$ cat src/rtl/msu_pkg.sv
// Command/status codes and scheduler state shared by the MSU-1 command path.
package msu_pkg;

   localparam int unsigned CMD_W  = 48;
   localparam int unsigned CODE_W = 16;
   localparam int unsigned TRK_W  = 16;
   localparam int unsigned SEC_W  = 32;

   localparam logic [CODE_W-1:0] CMD_SECTOR = 16'h0034;
   localparam logic [CODE_W-1:0] CMD_TRACK  = 16'h0035;
   localparam logic [CODE_W-1:0] CMD_JUMP   = 16'h0036;
   localparam logic [CODE_W-1:0] CMD_RESET  = 16'h00FF;

   localparam logic [CODE_W-1:0] ST_MOUNTED = 16'h0201;
   localparam logic [CODE_W-1:0] ST_MISSING = 16'h0401;

   typedef enum logic [1:0] {
      S_IDLE  = 2'd0,
      S_ISSUE = 2'd1,
      S_MOUNT = 2'd2
   } sched_state_e;

   // Command word: 32-bit argument above the 16-bit opcode.
   function automatic logic [CMD_W-1:0] mk_cmd(input logic [SEC_W-1:0] arg,
                                                input logic [CODE_W-1:0] code);
      return {arg, code};
   endfunction

endpackage

$ cat src/rtl/msu_req_capture.sv
// One requester slot: rising-edge detect, pending flag and operand latch.
module msu_req_capture
   import msu_pkg::*;
#(
   parameter int unsigned W = 1
) (
   input  logic         clk_sys,
   input  logic         reset,
   input  logic         req,
   input  logic         gate,
   input  logic         clr,
   input  logic         sup,
   input  logic [W-1:0] opnd_in,
   output logic         rise_c,
   output logic         pend,
   output logic [W-1:0] opnd
);

   logic         req_q,  req_d;
   logic         pend_q, pend_d;
   logic [W-1:0] opnd_q, opnd_d;

   assign rise_c = req & ~req_q & ~gate;

   // A fresh edge beats the issue-clear; a supersede beats everything.
   always_comb begin
      req_d  = req;
      pend_d = pend_q;
      opnd_d = opnd_q;
      if (clr) begin
         pend_d = 1'b0;
      end
      if (rise_c) begin
         pend_d = 1'b1;
         opnd_d = opnd_in;
      end
      if (sup) begin
         pend_d = 1'b0;
      end
   end

   // Edge detector tracks the live level during reset so release makes no edge.
   always_ff @(posedge clk_sys) begin
      if (reset) begin
         req_q  <= req;
         pend_q <= 1'b0;
         opnd_q <= '0;
      end else begin
         req_q  <= req_d;
         pend_q <= pend_d;
         opnd_q <= opnd_d;
      end
   end

   assign pend = pend_q;
   assign opnd = opnd_q;

endmodule

$ cat config.mk
export PLATFORM = sky130hd
export DESIGN_NAME = msu_req_capture
export DESIGN_NICKNAME = d
export VERILOG_FILES = /design/src/rtl/msu_pkg.sv /design/src/rtl/msu_req_capture.sv
export SDC_FILE = /design/constraint.sdc
export NUM_CORES = 1
export LEC_CHECK = 0
export CORE_AREA = 2 2 39 41
export DETAILED_ROUTE_END_ITERATION = 7
export DIE_AREA = 0 0 41 43
export MAX_ROUTING_LAYER = met4
export PLACE_DENSITY = 0.32
export RECOVER_POWER = 25
export SLEW_MARGIN = 5
export SYNTH_ARGS = -nofsm -noshare
export SYNTH_HDL_FRONTEND = slang
export SYNTH_SLANG_ARGS = --single-unit
$ cat constraint.sdc
create_clock -name clk_sys -period 1.55 [get_ports clk_sys]
set_clock_uncertainty 0.05 [all_clocks]
set_input_delay 0.2325 -clock clk_sys [delete_from_list [all_inputs] [get_ports clk_sys]]
set_output_delay 0.2325 -clock clk_sys [all_outputs]
set_load 0.05 [all_outputs]
==> impl_results.md, run 1 <==
- Root Driver: clkbuf_4
- Starting Density: 8.59%
- Largest cells by area after synthesis: dfxtp_1 51%, nor3b_4 16%, nand2b_1 11%
- Syn Nets: 17
- Routability cong.: 0.494
- 1st-iter DRT viols: 1
- Drt first pass iters: 2
- Antenna Nets Post-Route: 0
- Syn_area_per_cell: 11.9 sq um
- Ys Warns: 0
- Req. time, crit path: 1.27 ns
- XOR/XNOR share of the synthesized area: 0%
- Vias in the first global route: 98
- Synth Register Bits: 3
- CP max-delay cell: clkdlybuf4s50_1
- Unique masters post-synth: 7
- Core area: 1380 sq um
- FILL cells: 155
- Power density cells: 976 nW/um^2
- Congestion Overflow GR: 0
- Hold Buf Count CTS: 0
- CTS tree: built
- Worst R2R End: opnd
- Register area share after synthesis: 50.5%
- # DRC: 0
- Synth Area in Compound Gates: 6.32%
- Overall routed net length: 275 um
- Multi-input logic area: 58.8 sq um
- Post-CTS Resized: 0
- Cell taking the most area after synthesis: dfxtp_1
- Hold Fails Final Rpt: 0
- Post-synthesis mux area share: 8.42%
- Commonest non-fill, non-tap cell in the layout: clkdlybuf4s50_1
- Leak pwr: 0.102 nW
- Final Net Count: 31
- Slew Limit Fails: 0
- Core Util, Final: 18.8%
- IO Port Bufs: 9
- Flop-to-flop setup slack: 0.62 ns
- CP endpoint kind: primary output
- Pre-CTS WS: 0.0842 ns
- Crit path cell chain: clkdlybuf4s50_1 -> nor3b_4 -> buf_12
- Met3 routed WL: 63 um
- Synth Area in Simple Gates: 34.7%
- Total track usage: 5.04%
- Cts bufs inserted: 3
- Post-synthesis adder-cell area fraction: 0%
- Worst R2R Start: req_q
- CP startpoint kind: input pin
- Endpoints failing setup: 0
- Share of layout cells above drive strength 1: 30.4%
- Worst path max stage delay: 0.47 ns
- Status: finished, final reports clean
- Crit. Startpoint: req
- Row count: 14
- Main combinational cell family by area after synthesis: simple AND/OR/NAND/NOR gates
- Die ar.: 1760 sq um
- CP Capture Point: rise_c
- Wire length on met2: 59 um
- Vias per cell: 2.79
- Worst vdd ir: 0.000374 V
- FF-to-FF path depth: 2
- Clk buf depth: 2
- H-tree depth: 1
- Final Instance Area: 260 sq um
- Clk Latency, worst-skew pair: 0.23 ns
- Final period util: 93.3%
- Crit path max fanout: 3
- Cell count after synthesis: 10
- Seq. cell area: 60.1 sq um
- Largest net degree at the start of global routing: 4
- Slew @ Worst Pin: 0.269 ns
- Highest routed layer: met3
- Ports: 10
- Maximum clock rate: 691 MHz
- # Post-CTS Setup Buffers: 0
- Mapped Area: 119 sq um
- Critical path's top delay family: buffers and inverters
- CP arrival: 1.16 ns
- Final TNS setup: 0 ns
- Vias: 109
- Critical Path Stages: 3
- Clock Sink Count: 3
- Area grow syn2layout: 119%
- Antenna diodes: 0
- Hold WS: 0.425 ns
- Final setup margin: 0.103 ns
- Die Span X: 41 um
- RSZ-0062 raised after global routing: false
- Clock transition at path regs: 0.03 ns
- Final min period: 1.45 ns
- Avg WL per Cell: 7.05 um
- Die height: 43 um
- Slew Limit Headroom: 82.1%
- Yosys top cell area share: 50.5%
- DRT met1 WL: 152 um
- Antenna violations before repair: 0
- Worst path bufs/invs: 2
- Post-place instance area: 234 sq um
- Hold crit path type: flip-flop to flip-flop
- Critical path type: input pin to primary output
- Max-cap violations: 0
- Most frequent cells in the layout: 6 x clkdlybuf4s50_1, 3 x clkbuf_4, 3 x dfxtp_1
- Global-route wire length before repair: 427 um
tightest hold or removal path, cell delays in order, from the launching register on:
cell and delay, ns:
dfxtp_1 0.30, nand2b_1 0.07, mux2i_1 0.06
stage by stage:
stage               power [mW]  instances
floorplan               0.0986         10
global placement         0.123         35
detailed placement       0.123         35
CTS                      0.265         39
global route             0.279         39
finish                   0.254         39
power breakdown:
group          leakage (nW)  total (mW)  switching, mW  internal, mW
clock network        0.0150       0.132         0.0363        0.0962
logic                0.0619      0.0393         0.0158        0.0235
registers            0.0247      0.0822        0.00159        0.0806
total                 0.102       0.254         0.0537         0.200
registers in the layout, indices dropped and copies added, names as in the netlist:
name,flops
opnd,1
pend,1
req_q,1
worst min-delay path by stage:
stage / end / depth (start not counted) / start / slack (ns)
finish: opnd / 2 / opnd / 0.43
global route: opnd / 2 / opnd / 0.43
CTS: req_q / 1 / req / 0.43
detailed placement: opnd / 2 / opnd / 0.42
global placement: opnd / 2 / opnd / 0.42
floorplan: req_q / 0 / req / 0.21
area by class of cell:
type,instances,share of cell area (%)
timing repair buffer,9,36.5
sequential,3,23.1
multi-input combinational,7,22.6
clock buffer,4,10.1
tap,16,7.69
metal layers:
metal | up-vias | track usage, %
li1 | 62 | -
met1 | 35 | 5.13
met2 | 12 | 2.81
met3 | 0 | 7.85
met4 | 0 | 6.00
met5 | - | -
cells in the mapped netlist:
cell and instances:
nor2_1 1, nor3b_4 1, dfxtp_1 3, o21a_1 1, mux2i_1 1, nor2b_1 1, nand2b_1 2
kinds of logic (layout without fill, tap and decap cells):
group | after synthesis | in the layout
flip-flops | 3 | 3
AO/OA/AOI/OAI | 1 | 1
buffers and inverters | 0 | 13
multiplexers | 1 | 1
AND/OR/NAND/NOR | 5 | 5
Power figures use the tool's default switching activity.
==> run 2, diff against run 1 <==
--- a/config.mk
+++ b/config.mk
@@ -8,6 +8,7 @@
 export CORE_AREA = 2 2 39 41
 export DETAILED_ROUTE_END_ITERATION = 7
 export DIE_AREA = 0 0 41 43
+export GPL_ROUTABILITY_DRIVEN = 0
 export MAX_ROUTING_LAYER = met4
 export PLACE_DENSITY = 0.32
 export RECOVER_POWER = 25
==> results of run 2 <==
Same layout as run 1: the final DEF is identical, and so are final timing and power.
